`src/rtl/fifo_wr_arbiter.sv`:
```
// Round-robin, burst-limited write-port arbiter in front of the async FIFO write side.
// Optional statistics counters are built only when FIFO_ARB_STATS_EN is defined.
module fifo_wr_arbiter #(
  parameter int WIDTH     = 8,
  parameter int NREQ      = 4,
  parameter int BURST_MAX = 4
) (
  input  logic                  w_clk,
  input  logic                  reset,
  input  logic [NREQ-1:0]       req,
  input  logic [NREQ*WIDTH-1:0] req_data,
  input  logic                  w_full,
  output logic [NREQ-1:0]       gnt,
  output logic [NREQ-1:0]       ack,
  output logic [WIDTH-1:0]      fifo_w_data,
  output logic                  fifo_w_en,
  output logic [15:0]           stall_cnt,
  output logic [15:0]           word_cnt
);

  localparam int IDXW = $clog2(NREQ);
  localparam int BCW  = $clog2(BURST_MAX) + 1;
  localparam logic [BCW-1:0]  BCNT_LAST = BCW'(BURST_MAX - 1);
  localparam logic [IDXW-1:0] LAST_RST  = IDXW'(NREQ - 1);

  typedef enum logic {IDLE, GRANT} state_t;

  state_t          state, state_nxt;
  logic [NREQ-1:0] gnt_nxt;
  logic [IDXW-1:0] gidx, gidx_nxt;
  logic [IDXW-1:0] last, last_nxt;
  logic [BCW-1:0]  bcnt, bcnt_nxt;
  logic [IDXW-1:0] cand, pick;
  logic            pick_vld;
  logic            accept;

  // Scan last+1, last+2, ... so the most recent winner has lowest priority.
  always_comb begin
    cand     = '0;
    pick     = '0;
    pick_vld = 1'b0;
    for (int off = 1; off <= NREQ; off++) begin
      cand = IDXW'((int'(last) + off) % NREQ);
      if (!pick_vld && req[cand]) begin
        pick     = cand;
        pick_vld = 1'b1;
      end
    end
  end

  assign accept = (state == GRANT) && req[gidx] && !w_full;

  always_comb begin
    state_nxt = state;
    gnt_nxt   = gnt;
    gidx_nxt  = gidx;
    last_nxt  = last;
    bcnt_nxt  = bcnt;
    case (state)
      IDLE: begin
        if (pick_vld) begin
          state_nxt     = GRANT;
          gnt_nxt       = '0;
          gnt_nxt[pick] = 1'b1;
          gidx_nxt      = pick;
          bcnt_nxt      = '0;
        end
      end
      GRANT: begin
        if (accept)
          bcnt_nxt = bcnt + BCW'(1);
        // A dropped request abandons the grant even with no word accepted.
        if ((accept && bcnt == BCNT_LAST) || !req[gidx]) begin
          state_nxt = IDLE;
          gnt_nxt   = '0;
          last_nxt  = gidx;
        end
      end
      default: state_nxt = IDLE;
    endcase
  end

  always_ff @(posedge w_clk or negedge reset) begin
    if (!reset) begin
      state <= IDLE;
      gnt   <= '0;
      gidx  <= '0;
      last  <= LAST_RST;
      bcnt  <= '0;
    end else begin
      state <= state_nxt;
      gnt   <= gnt_nxt;
      gidx  <= gidx_nxt;
      last  <= last_nxt;
      bcnt  <= bcnt_nxt;
    end
  end

  assign ack         = gnt & req & {NREQ{~w_full}};
  assign fifo_w_en   = |(gnt & req);
  assign fifo_w_data = (state == GRANT) ? req_data[int'(gidx)*WIDTH +: WIDTH] : '0;

`ifdef FIFO_ARB_STATS_EN
  function automatic logic [15:0] sat_inc(input logic [15:0] v, input logic en);
    if (en && v != 16'hFFFF)
      return v + 16'd1;
    return v;
  endfunction

  always_ff @(posedge w_clk or negedge reset) begin
    if (!reset) begin
      stall_cnt <= '0;
      word_cnt  <= '0;
    end else begin
      stall_cnt <= sat_inc(stall_cnt, (state == GRANT) && req[gidx] && w_full);
      word_cnt  <= sat_inc(word_cnt, |ack);
    end
  end
`else
  assign stall_cnt = '0;
  assign word_cnt  = '0;
`endif

endmodule

```
`config.mk`:
```
export PLATFORM = sky130hd
export DESIGN_NAME = fifo_wr_arbiter
export DESIGN_NICKNAME = d
export VERILOG_FILES = /design/src/rtl/fifo_wr_arbiter.sv
export SDC_FILE = /design/constraint.sdc
export NUM_CORES = 1
export LEC_CHECK = 0
export BUFFER_PORTS_ARGS = -buffer_cell sky130_fd_sc_hd__buf_2
export CAP_MARGIN = 20
export CELL_PAD_IN_SITES_DETAIL_PLACEMENT = 0
export CELL_PAD_IN_SITES_GLOBAL_PLACEMENT = 1
export CORE_MARGIN = 3
export CORE_UTILIZATION = 25
export DETAILED_ROUTE_END_ITERATION = 6
export GPL_ROUTABILITY_DRIVEN = 0
export GPL_TIMING_DRIVEN = 1
export PLACE_DENSITY_LB_ADDON = 0.1
export SLEW_MARGIN = 15
export SYNTH_ARGS = -nofsm -noshare
export SYNTH_HDL_FRONTEND = slang
export SYNTH_SLANG_ARGS = --single-unit
```
`constraint.sdc`:
```
create_clock -name w_clk -period 1.4 [get_ports w_clk]
set_input_delay 0.14 -clock w_clk [delete_from_list [all_inputs] [get_ports w_clk]]
set_output_delay 0.14 -clock w_clk [all_outputs]
set_load 0.02 [all_outputs]
```
# Yosys cells after proc, flatten, opt, wreduce, memory -nomap -nowiden
# Cells that the tools add are included.
dict set report word_totals {
  ff_bits 12
  inputBits 39
  out_inout_bits 49
  word_cells 74
}
dict set report op_classes {
  addsub 5
  magnitude_cmp 7
  eq_ne 4
  shift 1
  mux 30
  bitwise_logic 4
  n_reduce_logical 18
}
# operator count
set op_table {}
lappend op_table {{32-bit by 6-bit variable part select with 8-bit output} 1}
lappend op_table {{2-bit by 3-bit < comparator with 1-bit output, second input constant} 6}
lappend op_table {{1-bit 2-to-1 mux} 12}
lappend op_table {{1-bit binary-select mux with 2-bit select} 5}
lappend op_table {{4-bit bitwise AND} 2}
lappend op_table {{2-bit 2-to-1 mux} 4}
lappend op_table {{4-bit 2-to-1 mux} 2}
lappend op_table {{8-bit 2-to-1 mux} 1}
lappend op_table {{4-bit one-hot mux with 2 select lines} 1}
lappend op_table {{2-bit AND reduction} 4}
lappend op_table {{1-bit logical AND} 7}
lappend op_table {{3-bit 2-to-1 mux} 2}
lappend op_table {{3-bit one-hot mux with 2 select lines} 1}
lappend op_table {{1-bit logical NOT} 5}
lappend op_table {{2-bit by 1-bit adder with 2-bit output, second input constant} 2}
lappend op_table {{2-bit adder, second input constant} 2}
lappend op_table {{2-bit by 1-bit != test with 1-bit output, second input constant} 2}
lappend op_table {{4-bit OR reduction} 1}
lappend op_table {{3-bit by 1-bit adder with 3-bit output, second input constant} 1}
lappend op_table {{3-bit by 2-bit equality test with 1-bit output, second input constant} 1}
lappend op_table {{1-bit demux with 2-bit select} 1}
lappend op_table {{2-bit by 1-bit >= comparator with 1-bit output, second input constant} 1}
lappend op_table {{2-bit != test, second input constant} 1}
lappend op_table {{1-bit NOT} 2}
lappend op_table {{2 further kinds} 2}

# Logic depth before layout (Yosys ltp)
dict set report depth {
  depth_word 19
  mapped_depth 6
  mapped_depth_nobuf 6
}

# Worst setup path before layout
# OpenSTA, ideal clock, no wires.
dict set report synth_path {
  path_kind {register to register}
  start {reg gidx[1]}
  end {reg last[0]}
  setup_time_ns 0.082
  arrival_time_ns 1.440
  t_required_ns 1.318
  path_slack_ns -0.122
  stages_incl_launch_ff 4
  path_buffers 0
  period_less_slack_ns 1.522
  cell_sequence {dfrtp_1 mux4_2 a21boi_4 mux2_2}
}
dict set report synth_between {
  elab_chain_cells 7
  elab_cells_between_ends 8
  cone_classes {mux: 2; reduce/logical: 6}
}
# element line
set synth_rtl {}
lappend synth_rtl {{from (decl)} 30} ;# logic [IDXW-1:0] gidx, gidx_nxt;
lappend synth_rtl {{from (signal assigned)} 93} ;# gidx <= gidx_nxt;
lappend synth_rtl {{1-bit binary-select mux with 2-bit select *} {51, 73}}
lappend synth_rtl {{1-bit 2-to-1 mux (implied by the code) *} {51, 73}}
lappend synth_rtl {{1-bit logical AND (2 in a row)} 51} ;# assign accept = (state == GRANT) && req[gidx] && !w_full;
lappend synth_rtl {{1-bit logical AND} 73} ;# if ((accept && bcnt == BCNT_LAST) || !req[gidx]) begin
lappend synth_rtl {{1-bit logical OR *} 73}
lappend synth_rtl {{2-bit AND reduction (no source line) *} -}
lappend synth_rtl {{to (signal assigned)} 94} ;# last <= last_nxt;
lappend synth_rtl {{to (decl)} 31} ;# logic [IDXW-1:0] last, last_nxt;
# Mark *: on every way between the ends. The rest lies on a longest branch, timed or not. The select of a mux whose other input is x is not followed.
# A chain may end at the register's enable or synchronous reset.

# Worst setup path after layout
dict set report layout_path {
  start {reg gidx[0]}
  end {out fifo_w_data[1]}
}
dict set report layout_between {
  elab_chain_cells 2
}
# element line
set layout_rtl {}
lappend layout_rtl {{32-bit by 6-bit variable part select with 8-bit output} 101} ;# assign fifo_w_data = (state == GRANT) ? req_data[int'(gidx)*WIDTH +: WIDTH] : '0;
lappend layout_rtl {{8-bit 2-to-1 mux} 101}
lappend layout_rtl {{to (decl)} 15} ;# output logic [WIDTH-1:0] fifo_w_data,
# Every way passes these cells.

==> impl_metrics.ini <==
[outcome]
status = finished with violations
failed_checks = negative setup slack

[power]
irDropWorstVdd_mv = 0.863
powerDensity_mw_per_mm2 = 2090
leakagePower_uw = 0.000884

[clock_tree]
cts_root_buf = clkbuf_8
clk_latency_ps = 240
clock_path_buffers = 2
h-tree-depth = 1
cts_made_buffers = 3
cts_sinks = 12
cts.reportedPaths.clkPinSlew_ps = 60
cts_tree = done

[drt]
m1WireLength_mm = 1.32
dr_wl_met3_um = 337
drt_iter0_drc = 22
wl_met2_mm = 1.45
top_layer = met3
drtPass1Iterations = 3
routed_wl_mm = 3.11
drc_errors = 0
num_vias = 1039
detail_route.wl_per_cell_um = 12.9
ant_nets = 0
via_per_inst = 4.29

[timing]
tightest_slew_ps = 536
skew_ps = 3.00
fin_crit_sh_pct = 122
fmax_mhz = 583
max_slew_margin_pct = 64.3
finalWorstSetupSlack_ps = -314
setup_viol = 18
maxSlewViolCount = 0
rsz0062_at_grt = yes
finalCriticalPeriod_ps = 1710
setup-tns-final_ps = -4290
finalHoldViolations = 0

[setup_path]
cp-start-kind = register
crit_path_end_kind = output port
cp.required_ps = 1260
critPathArrivalTime_ps = 1570
worstSetupPathType = register to output port
worstPathMaxFanout = 5
r2r_cells = 5

[grt]
antenna_found_initial = 0
overflow = 0
grt_pass1_wl_mm = 4.60
grt_max_degree = 13
grt_pass1_vias = 996
gr-usage-all-layers_pct = 10.9

[floorplanning]
start_util_pct = 26.1
core_area_mm2 = 0.00441
placementRows = 24
ios = 88
die_h_um = 73.9
dieArea_mm2 = 0.00546
die_w_um = 73.9

[synthesis]
synth_edf_count = 0
yosysWarnings = 0
avgSynthCellArea_um2 = 9.85
synthArstFlopShare_pct = 100
synthTopCellsByArea = dfrtp_1 22%, buf_4 21%, mux4_2 18%
yosysMostFrequentCell = buf_4
ys_ff_latch = 12
synth_top_area_share_pct = 21.7
synth-main-ff-cell = dfrtp_1
yosysTopAreaCell = dfrtp_1
seq_area_frac_synth_pct = 26.3
ys_top_cells_by_count = 32 x buf_4, 12 x nand2_1, 10 x dfrtp_1
synth_cell_types = 34
synth_cells = 117
netlist_area_mm2 = 0.00115

[min_path]
hold_path.class = input pin to register
min_delay_path_depth = 3

[job]
cap_viol_max_count = 0

[cells_and_area]
nNetsFinal = 232
fillCellCount = 470
diodes = 0
area_growth_syn_to_layout_pct = 45.4
fin_area_mm2 = 0.00168
drive_above_1_share_pct = 55.3

[placed_design]
postPlaceCellArea_mm2 = 0.00146
port_buffers = 55
dp.final_hpwl_mm = 2.57
==> worst paths after layout <==
kind | from | endpoint | slack [ps]
worst max-delay path | gidx[0] | fifo_w_data[1] | -310
worst min-delay path | w_full | bcnt[2] | 300
worst max register to register | gidx[0] | last[1] | -270
worst min register to register | gnt[2] | gnt[2] | 540
max in group asynchronous | reset | last[1] | 810
min in group asynchronous | reset | bcnt[1] | 310
==> worst max-delay path, stage by stage (launching register included) <==
cell and delay, ps:
dfrtp_1 400, buf_6 150, mux4_2 510, and2_4 150
buf_6 120
==> cells in the final DEF (no fill, tap or decap), types with 2 or more instances in the layout <==
cell type,count
a21o_1,2
and2_4,8
buf_2,47
buf_4,12
buf_6,13
clkbuf_8,3
conb_1,32
dfrtp_1,10
dfstp_2,2
ha_1,2
inv_1,2
mux2_4,3
mux2i_1,3
mux4_2,9
nand2_1,11
nand2b_1,3
nor2_1,7
==> cell families after synthesis <==
| logic type | share of synthesized area, % |
|---|---|
| compound gates | 9.99 |
| fa+ha+maj | 2.17 |
| buf+inv | 22.6 |
| flops | 26.3 |
| mux | 23.1 |
| other cells | 0.325 |
| simple gates | 15.5 |
==> registers in the layout, indices dropped and copies added, names as in the netlist <==
signal  flops
state       1
bcnt        3
gidx        2
last        2
gnt         4
==> metrics by stage <==
stage          std cells  power (uW)  setup slack (ps)  utilization (%)  hold slack, ps
2_1_floorplan        148        2050             -86.3                -            -156
3_3_place_gp         233        2600              -137             33.1            42.8
3_5_place_dp         233        2610              -166             33.1            43.0
4_1_cts              240        3400              -339             36.9             266
5_1_grt              242        3730              -384             38.0             317
6_report             242        3490              -314             38.0             297
==> power breakdown <==
part	internal [uW]	switching, uW
Sequential	524	170
Clock	201	134
Combinational	1360	1110
==> area by class of cell <==
cell class	instances	area, um^2	area share [%]
multi-input combinational	99	773	46.2
sequential	12	303	18.1
timing repair buffer	73	482	28.8
clock buffer	4	45.0	2.69
inverter	2	7.51	0.448
tap	52	65.1	3.88
==> per-layer routing <==
| layer | global-route usage, % | vias to the layer above |
|---|---|---|
| met1 | 13.5 | 486 |
| met3 | 2.60 | 0 |
| met4 | 3.02 | 0 |
| met2 | 18.7 | 60 |
| met5 | 0 | - |
| li1 | - | 493 |
==> repair_timing <==
action / 4_1_cts / 5_1_grt
gates resized for setup: 33 / 7
hold buffers: 1 / 0
pin swaps: 12 / 4
hold endpoints to repair: 10 / 0
endpoints found under the setup margin: 18 / 18
setup buffers: 3 / 2
Note: power is estimated with default switching activity, not from simulation.
